--- config.mk ---
export PLATFORM = sky130hd
export DESIGN_NAME = bcd_time_counter
export DESIGN_NICKNAME = d
export VERILOG_FILES = /design/src/rtl/bcd_time_counter_pkg.sv /design/src/rtl/bcd_time_counter_digit.sv /design/src/rtl/bcd_time_counter.sv
export SDC_FILE = /design/constraint.sdc
export NUM_CORES = 1
export LEC_CHECK = 0
export CAP_MARGIN = 10
export CORE_ASPECT_RATIO = 2
export CORE_MARGIN = 10
export CORE_UTILIZATION = 60
export CTS_CLUSTER_DIAMETER = 120
export DETAILED_ROUTE_END_ITERATION = 6
export GPL_ROUTABILITY_DRIVEN = 0
export PLACE_DENSITY = 0.93
export SYNTH_ARGS = -nofsm -noshare
export SYNTH_HDL_FRONTEND = slang
export SYNTH_HIERARCHICAL = 1
export SYNTH_SLANG_ARGS = --single-unit
--- constraint.sdc ---
create_clock -name clk -period 6.9 [get_ports clk]
set_input_delay 2.07 -clock clk [delete_from_list [all_inputs] [get_ports clk]]
set_output_delay 2.07 -clock clk [all_outputs]
set_load 0.01 [all_outputs]
--- src/rtl/bcd_time_counter_pkg.sv ---
// bcd_time_pkg: shared definitions for the BCD time counter.
//   BCD_W         width of one BCD digit
//   MODE_DEC/SEX  digit-limit modes (all 9s, or 9/5 alternating for mm:ss)
//   digit_limit() highest legal value of digit `index` in a given mode
//   div_of()      prescaler division ratio
//   bcd_next()    next value of one digit given load/inc/dec requests
package bcd_time_pkg;

  localparam int BCD_W    = 4;
  localparam int MODE_DEC = 0;
  localparam int MODE_SEX = 1;

  // In sexagesimal mode the odd digits are tens of seconds/minutes.
  function automatic logic [BCD_W-1:0] digit_limit(input int index, input int mode);
    logic [BCD_W-1:0] lim;
    lim = 4'd9;
    if (mode == MODE_SEX && (index % 2) == 1) lim = 4'd5;
    return lim;
  endfunction

  function automatic int div_of(input int clk_hz, input int tick_hz);
    return clk_hz / tick_hz;
  endfunction

  // Load wins over counting; an out-of-range load digit is clamped to the limit.
  function automatic logic [BCD_W-1:0] bcd_next(
    input logic [BCD_W-1:0] d,
    input logic [BCD_W-1:0] lim,
    input logic             ld,
    input logic [BCD_W-1:0] ld_digit,
    input logic             inc,
    input logic             dec
  );
    logic [BCD_W-1:0] r;
    r = d;
    if (ld)       r = (ld_digit > lim) ? lim : ld_digit;
    else if (inc) r = (d == lim) ? '0 : d + 4'd1;
    else if (dec) r = (d == '0) ? lim : d - 4'd1;
    return r;
  endfunction

endpackage

--- src/rtl/bcd_time_counter_digit.sv ---
// bcd_digit: one up/down BCD digit that counts 0..LIMIT.
// Ports:
//   clk, rstn     clock, synchronous active-low reset
//   clr           synchronous clear to 0
//   inc, dec      step up / down this cycle (wrap at LIMIT / 0)
//   load          load load_digit (clamped to LIMIT); has priority over inc/dec
//   load_digit    value to load
//   digit         current digit value
//   at_limit      digit == LIMIT (carry condition for the next digit)
//   at_zero       digit == 0     (borrow condition for the next digit)
module bcd_digit
  import bcd_time_pkg::*;
#(
  parameter logic [BCD_W-1:0] LIMIT = 4'd9
)(
  input  logic             clk,
  input  logic             rstn,
  input  logic             clr,
  input  logic             inc,
  input  logic             dec,
  input  logic             load,
  input  logic [BCD_W-1:0] load_digit,
  output logic [BCD_W-1:0] digit,
  output logic             at_limit,
  output logic             at_zero
);

  always_ff @(posedge clk) begin
    if (!rstn)    digit <= '0;
    else if (clr) digit <= '0;
    else          digit <= bcd_next(digit, LIMIT, load, load_digit, inc, dec);
  end

  assign at_limit = (digit == LIMIT);
  assign at_zero  = (digit == '0);

endmodule

--- src/rtl/bcd_time_counter.sv ---
// bcd_time_counter: prescaled multi-digit BCD up/down counter
// (decimal or minutes:seconds), wrapping or saturating at full range.
// DIV = CLK_FREQ_HZ/TICK_HZ must be an integer >= 2.
// Ports:
//   clk, rstn   clock, synchronous active-low reset
//   en          count enable (prescaler and digits hold while low)
//   up          direction, 1 = increment
//   clr         synchronous clear of prescaler and digits
//   load        load load_value (digits clamped to their limits)
//   load_value  BCD load value, digit 0 in [3:0]
//   count       current BCD value
//   tick        one-cycle pulse when the prescaler returns to 0
//   wrap        one-cycle pulse when the whole counter wraps
//   load_err    one-cycle pulse after a load with an out-of-range digit
// Optional (macro BCD_TIME_COUNTER_LAP_EN):
//   lap         capture the post-update count into lap_value
//   lap_value   captured count
//   lap_valid   set on capture, cleared by clr/reset
module bcd_time_counter
  import bcd_time_pkg::*;
#(
  parameter int CLK_FREQ_HZ = 100000000,
  parameter int TICK_HZ     = 1,
  parameter int NUM_DIGITS  = 4,
  parameter int MODE        = MODE_DEC,
  parameter int WRAP        = 1
)(
  input  logic                        clk,
  input  logic                        rstn,
  input  logic                        en,
  input  logic                        up,
  input  logic                        clr,
  input  logic                        load,
  input  logic [BCD_W*NUM_DIGITS-1:0] load_value,
  output logic [BCD_W*NUM_DIGITS-1:0] count,
  output logic                        tick,
  output logic                        wrap,
  output logic                        load_err
`ifdef BCD_TIME_COUNTER_LAP_EN
  ,
  input  logic                        lap,
  output logic [BCD_W*NUM_DIGITS-1:0] lap_value,
  output logic                        lap_valid
`endif
);

  localparam int DIV = div_of(CLK_FREQ_HZ, TICK_HZ);
  localparam int PW  = $clog2(DIV);
  localparam logic WRAP_EN = (WRAP != 0);

  logic [PW-1:0]         presc;
  logic                  step;
  logic [NUM_DIGITS-1:0] at_lim, at_zero, inc, dec;
  logic [NUM_DIGITS:0]   lim_chain, zero_chain;
  logic                  full, hold, adv, wrap_next, over_any;

  // step is the cycle whose edge returns the prescaler to 0.
  assign step = en && (presc == PW'(DIV - 1));

  // Carry/borrow chain: digit i moves only when every lower digit is at its limit/zero.
  assign lim_chain[0]  = 1'b1;
  assign zero_chain[0] = 1'b1;

  assign full      = up ? lim_chain[NUM_DIGITS] : zero_chain[NUM_DIGITS];
  assign hold      = !WRAP_EN && full;
  assign adv       = step && !load && !hold;
  assign wrap_next = step && !load && full && WRAP_EN;

  genvar g;
  generate
    for (g = 0; g < NUM_DIGITS; g++) begin : g_digit
      assign lim_chain[g+1]  = lim_chain[g]  & at_lim[g];
      assign zero_chain[g+1] = zero_chain[g] & at_zero[g];
      assign inc[g] = adv &  up & lim_chain[g];
      assign dec[g] = adv & ~up & zero_chain[g];

      bcd_digit #(
        .LIMIT (digit_limit(g, MODE))
      ) u_digit (
        .clk        (clk),
        .rstn       (rstn),
        .clr        (clr),
        .inc        (inc[g]),
        .dec        (dec[g]),
        .load       (load),
        .load_digit (load_value[g*BCD_W +: BCD_W]),
        .digit      (count[g*BCD_W +: BCD_W]),
        .at_limit   (at_lim[g]),
        .at_zero    (at_zero[g])
      );
    end
  endgenerate

  always_comb begin
    over_any = 1'b0;
    for (int i = 0; i < NUM_DIGITS; i++)
      if (load_value[i*BCD_W +: BCD_W] > digit_limit(i, MODE)) over_any = 1'b1;
  end

  always_ff @(posedge clk) begin
    if (!rstn) begin
      presc    <= '0;
      tick     <= 1'b0;
      wrap     <= 1'b0;
      load_err <= 1'b0;
    end else if (clr) begin
      presc    <= '0;
      tick     <= 1'b0;
      wrap     <= 1'b0;
      load_err <= 1'b0;
    end else begin
      if (en) presc <= step ? '0 : presc + PW'(1);
      tick     <= step;
      wrap     <= wrap_next;
      load_err <= load && over_any;
    end
  end

`ifdef BCD_TIME_COUNTER_LAP_EN
  // Post-update count, so a lap on an update cycle sees the new value.
  logic [BCD_W*NUM_DIGITS-1:0] count_next;

  always_comb begin
    count_next = count;
    for (int i = 0; i < NUM_DIGITS; i++)
      count_next[i*BCD_W +: BCD_W] = bcd_next(count[i*BCD_W +: BCD_W], digit_limit(i, MODE),
                                              load, load_value[i*BCD_W +: BCD_W], inc[i], dec[i]);
  end

  always_ff @(posedge clk) begin
    if (!rstn) begin
      lap_value <= '0;
      lap_valid <= 1'b0;
    end else if (clr) begin
      lap_valid <= 1'b0;
    end else if (lap) begin
      lap_value <= count_next;
      lap_valid <= 1'b1;
    end
  end
`endif

endmodule

==> results of run 1 <==
==> per-layer routing <==
layer  vias to the layer above  routed length (µm)  global-route usage (%)
li1                       1550                   -                       -
met1                      1498                3010                    18.2
met2                       108                4610                    35.1
met3                        29                 496                    4.93
met4                         0                 351                    12.4
met5                         -                   0                       0
==> Yosys cell counts, drive strengths merged, types with 7 or more instances <==
cell type  instances
dfxtp             46
a21oi             41
o21ai             28
nor2              25
buf               23
nand2             22
nand3             18
inv               16
nand2b            16
or3               16
or4               16
nor3              14
o31ai             12
and3              10
nand4             10
clkbuf             9
o22ai              8
nor4b              7
xor2               7
==> per-stage QoR <==
stage               power [W]  setup WS, ps  cell area [µm²]
detailed placement   0.000349          1580             3500
global placement     0.000347          1730             3500
global route         0.000578          1630             3610
finish               0.000557          1880             3610
CTS                  0.000557          1920             3610
floorplan            0.000319          2570             3170
==> worst min-delay path, stage by stage (launching register included) <==
cell and delay [ps]:
dfxtp_1 350, o31ai_1 70, a21oi_1 60
==> sequential cells by signal, indices dropped and copies added, names as in the netlist <==
register and flops:
presc 27, g_digit.u_digit/digit 16, load_err 1, tick 1
wrap 1
==> cell families after synthesis <==
family / count (synthesis) / synth area share, %
multiplexers: 4 / 1.26
XOR/XNOR: 9 / 2.49
adder cells (fa/ha/maj): 1 / 0.395
AO/OA/AOI/OAI: 114 / 24.4
AND/OR/NAND/NOR: 182 / 34.7
buffers and inverters: 48 / 7.70
flip-flops: 46 / 29.0
==> layout make-up <==
type	instances	area share, %
flip-flops and latches	46	25.5
clock inverters	3	1.21
well taps	58	2.01
multi-input cells	310	55.8
inverters	16	1.66
repair buffers	44	11.9
clock buffers	5	1.91
==> worst max-delay path by stage <==
stage	from	to	depth (start not counted)
final	en	g_digit[3].u_digit/digit[1]	9
after detailed placement	en	g_digit[3].u_digit/digit[1]	9
after global placement	en	g_digit[3].u_digit/digit[2]	9
after global routing	en	g_digit[3].u_digit/digit[2]	9
after CTS	en	g_digit[3].u_digit/digit[1]	9
after floorplan	en	g_digit[2].u_digit/digit[2]	10
==> where the power goes <==
| group | total, W | leakage (nW) | switching [W] | internal, W |
|---|---|---|---|---|
| clock network | 0.000213 | 0.0585 | 0.000104 | 0.000109 |
| logic | 0.0000655 | 0.749 | 0.0000323 | 0.0000332 |
| registers | 0.000279 | 0.372 | 0.00000982 | 0.000269 |
==> impl_results.md, run 1 <==
* Status: finished, final reports clean
* Maximum achievable frequency at 199 MHz
* Yosys warns at 6
* Syn Area/Cell at 7.85 µm²
* Antenna Cells at 0
* FP Rows at 37
* Post-synth EDFFs at 0
* Die Ht at 123 µm
* Area of the mapped netlist at 3170 µm²
* Hold WC Path Type: reg -> reg
* Synth Flop Type: dfxtp_1
* Layout filler cell count at 414
* Hold path cells at 2
* Hold endpoint: presc[22]
* PD cells at 154 nW/µm²
* Post-synth net total at 427
* Tmin final at 5020 ps
* Vias at 3185
* Crit-path cells: clkdlybuf4s50_1 > nand4_1 > or3_1 > or3_1 > nor4_1 > nand2b_1 > o21ai_0 > a211o_2 > o2bb2ai_1
* Final hold slack at 518 ps
* Initial antenna violation count at 0
* Reg2reg path depth at 9
* Initial Util at 61.7%
* Buffers & Inverters on Critical Path at 1
* CP endpoint kind: flop
* I/O Pins at 41
* Nets at 446
* Reg-to-Reg Start: presc[0]
* Clock sink count at 46
* RSZ-0062 raised after global routing: false
* Sequential cell area at 921 µm²
* Postcts setup bufs at 0
* Vias in the first global route at 3098
* CTS H-tree depth at 2
* Vias/cell at 6.61
* Least-Margin Pin Slew at 950 ps
* Synthesized flop and latch total at 46
* Post-synth top area cell: dfxtp_1
* Tcrit/Tclk final at 72.8%
* Final Max Tran Viols at 0
* Final Non-Filler Cells at 482
* Setup TNS at 0 ps
* Worst slew margin at 36.6%
* Routed WL at 8460 µm
* Post-synth cell types at 49
* Setup crit start kind: input port
* Synth area leaders: dfxtp_1, a21oi_1, o21ai_0
* Post-synth ARST share at 0%
* WL per Instance at 17.6 µm
* First-pass GRT wire length at 14000 µm
* Resized Gates After CTS at 0
* Slowest-stage cell, CP: nor4_1
* Clock Path Buffers at 2
* Reg2reg end: g_digit[3].u_digit/digit[1]
* CP Max Fanout at 9
* Commonest non-fill, non-tap cell in the layout: dfxtp_1
* Multi-input logic area at 2020 µm²
* Pleak at 1.18 nW
* Hold-fix buffers at CTS at 0
* Cells after DPL at 474
* Register area share after synthesis at 29.0%
* Clk_skew at 17.9 ps
* CP Data Arrival Time at 5240 ps
* Most frequent cells in the layout: dfxtp_1, clkdlybuf4s50_1, a21oi_1
* Core area at 5140 µm²
* Pre-antenna DRT Iters at 5
* Routed Antenna Nets at 0
* Hold path start: presc[22]
* Largest net degree at the start of global routing at 40
* Final hold vios at 0
* Synthesized instance count at 404
* CP most frequent cell: or3_1
* Area Growth Syn to Fin at 13.9%
* Horiz. Die Dim at 71.4 µm
* GRT Total Usage at 19.2%
* IO buf count at 40
* CTS tree: yes
* Detailed placer's ending HPWL at 6070 µm
* Final Util at 70.3%
* Residual DRC count at 0
* CTS Buf Count at 5
* Worst IR drop on VDD at 169 µV
* Critical path class: in -> reg
* Top delay family on crit path: simple AND/OR/NAND/NOR gates
* MaxCap Viol Count at 0
* Die Area at 8770 µm²
* Synth top area share at 29.0%
* CP peak stage delay at 760 ps
* R2R setup slack at 3620 ps
* Clk slew on worst S/H paths at 90 ps
* Endpoints failing setup at 0
* Layout cells sized above 1 at 11.1%
* Gr ovfl total at 0
* Starting DRT DRC Count at 294
* CTS root buffer: clkbuf_8
* Worst EP required at 7120 ps
* Worst skew pair latency at 330 ps
(Power assumes the default switching activity.)
==> run 2: changes to the inputs <==
- CORE_UTILIZATION: 60 -> 56
- PLACE_DENSITY: 0.93 -> 0.88
- clock period: 6.9 -> 5.1 ns (I/O delays scaled with it)
==> run 2 against run 1 <==
Sequential power grew 35%. Clock-buffer cell count is the same. Die area is 5.5% higher. Via count shrank 0.28%. Sequential cell count unchanged. Global-route usage down 1.7 points. Clock power grew 33%.
==> impl_results.md, run 2 (synthesized netlist as in run 1, its figures left out) <==
* Hold-fix buffers at CTS at 0 (unchanged)
* WL per Instance at 16.9 µm (-3.6%)
* Buffers & Inverters on Critical Path at 1 (unchanged)
* Sw frac at 25.6% (-0.62 points)
* Worst slew margin at 59.2% (+23 points)
* Routed Antenna Nets at 0 (unchanged)
* Final Max Tran Viols at 0 (unchanged)
* Setup TNS at 0 ps (unchanged)
* Final hold vios at 0 (unchanged)
* GRT Total Usage at 17.5% (-1.7 points)
* Critical Path Sink: g_digit[1].u_digit/digit[2]
* Commonest non-fill, non-tap cell in the layout: dfxtp_1
* Post-route setup slack at 837 ps (-1040 ps)
* Met2 wire len at 4510 µm (-2.1%)
* Pre-CTS setup slack at 543 ps (-1040 ps)
* Clk_skew at 15.9 ps (-2.02 ps)
* First-pass GRT wire length at 13700 µm (-2.7%)
* Antenna Cells at 0 (unchanged)
* Psw at 0.000192 W (+31%)
* Most frequent cells in the layout: dfxtp_1, clkdlybuf4s50_1, a21oi_1
* Reg2reg path depth at 9 (unchanged)
* CP endpoint kind: flop
* CP Data Arrival Time at 4470 ps (-770 ps)
* CP peak stage delay at 610 ps (-150 ps)
* Core area at 5470 µm² (+6.4%)
* CTS Buf Count at 5 (unchanged)
* Reg2reg end: g_digit[1].u_digit/digit[2]
* Int Pwr at 0.000556 W (+35%)
* Critical path class: in -> reg
* Nets at 448 (+0.45%)
* Initial antenna violation count at 0 (unchanged)
* Postcts setup bufs at 0 (unchanged)
* Reg-to-Reg Start: presc[0]
* Vias in the first global route at 3087 (-0.36%)
* PD cells at 206 nW/µm² (+34%)
* Worst IR drop on VDD at 203 µV (+20%)
* Multi-input logic area at 2010 µm² (-0.19%)
* CTS H-tree depth at 2 (unchanged)
* Met3 wire len at 412 µm (-17%)
* Clock Path Buffers at 2 (unchanged)
* Largest registers: presc x27, g_digit.u_digit/digit x16
* RSZ-0062 raised after global routing: false
* Largest net degree at the start of global routing at 26 (-35%)
* CTS tree: yes
* Pre-antenna DRT Iters at 6 (+1)
* I/O Pins at 41 (unchanged)
* Total power at 0.000748 W (+34%)
* Gr ovfl total at 0 (unchanged)
* Die Ht at 126 µm (+2.9%)
* Status: finished, final reports clean
* Vias/cell at 6.53 (-1.1%)
* Tcrit/Tclk final at 83.6%
* CP Max Fanout at 9 (unchanged)
* Clock sink count at 46 (unchanged)
* MaxCap Viol Count at 0 (unchanged)
* Metal-1 WL at 2950 µm (-2.0%)
* Horiz. Die Dim at 73.2 µm (+2.5%)
* Detailed placer's ending HPWL at 6030 µm (-0.56%)
* Crit-path cells: clkdlybuf4s50_1 > nand4_1 > or3_1 > or3_1 > nor4b_2 > nand2b_1 > a21oi_1 > o31ai_1 > o21a_1
* Max reg flops at 27 (unchanged)
* Setup crit start kind: input port
* CTS root buffer: clkbuf_8
* Slowest-stage cell, CP: clkdlybuf4s50_1
* Hold WC Path Type: reg -> reg
* Biggest register: presc
* Least-Margin Pin Slew at 607 ps (-343 ps)
* Reg power frac at 50.4% (+0.4 points)
* Final Util at 66.3% (-4.0 points)
* FP Rows at 38 (+2.7%)
* IO buf count at 40 (unchanged)
* Die Area at 9250 µm² (+5.5%)
* Crit. Startpoint: en
* Sequential cell area at 921 µm² (unchanged)
* Area Growth Syn to Fin at 14.4%
* Worst skew pair latency at 320 ps (about the same)
* Top delay family on crit path: simple AND/OR/NAND/NOR gates
* Starting DRT DRC Count at 197 (-33%)
* Layout cells sized above 1 at 11.3% (+0.18 points)
* Power share of the clock group at 37.9% (-0.3 points)
* WP depth at 9 (unchanged)
* Final Non-Filler Cells at 486 (+0.83%)
* Residual DRC count at 0 (unchanged)
* Pleak at 1.19 nW (+0.76%)
* Routed WL at 8220 µm (-2.8%)
* Uppermost layer routed: met4
* Layout filler cell count at 461 (+11%)
* Endpoints failing setup at 0 (unchanged)
* Vias at 3176 (-0.28%)
* Tmin final at 4260 ps
* Cells after DPL at 478 (+0.84%)
* Clk slew on worst S/H paths at 90 ps (about the same)
* Initial Util at 58.0% (-3.7 points)
* Maximum achievable frequency at 235 MHz
* CP most frequent cell: or3_1
* Resized Gates After CTS at 0 (unchanged)
* R2R setup slack at 2030 ps (-1590 ps)
* Logic pwr share at 11.8% (about the same)
* Worst EP required at 5310 ps (-1810 ps)
## run 2: cell count changes in the layout (fill, tap and decap cells not counted), sizes merged
| cell | delta |
|---|---|
| buf | +2 |
## run 2: area by class of cell
cell class              instances  area share (%)
clock buffers                   5            1.90
well taps                      60            2.07
clock inverters                 3            1.21
inverters                      16            1.66
flip-flops and latches         46            25.4
repair buffers                 46            12.3
multi-input cells             310            55.5
## run 2: through the flow
step	hold WS [ps]	cell area [µm²]
after global placement	488	3510
after CTS	513	3630
final	516	3630
after floorplan	465	3170
after detailed placement	496	3510
after global routing	541	3630
## run 2: tightest hold or removal path, cell delays in order, from the launching register on
cell and delay (ps):
dfxtp_1 350, o31ai_1 70, a21oi_1 60
## run 2: how the worst min path moves through the flow
stage                    from  slack [ps]         to  depth (start not counted)
floorplan           presc[22]         470  presc[22]                          2
global placement     presc[1]         490   presc[1]                          2
detailed placement   presc[1]         500   presc[1]                          2
CTS                  presc[1]         510   presc[1]                          2
global route        presc[22]         540  presc[22]                          2
finish              presc[22]         520  presc[22]                          2
## run 2: power groups by stage
| stage | registers, W | logic [W] | clock network [W] |
|---|---|---|---|
| after floorplan | 0.000378 | 0.0000547 | 0 |
| after global placement | 0.000384 | 0.0000856 | 0 |
| after detailed placement | 0.000385 | 0.0000871 | 0 |
| after CTS | 0.000376 | 0.0000879 | 0.000287 |
| after global routing | 0.000378 | 0.0000956 | 0.000302 |
| final | 0.000377 | 0.0000881 | 0.000283 |
## run 2: routing by layer
layer  global-route usage (%)  vias to the layer above
met5                        0                        -
met4                     11.2                        0
met3                     3.83                       29
met2                     31.8                       84
met1                     16.5                     1513
li1                         -                     1550
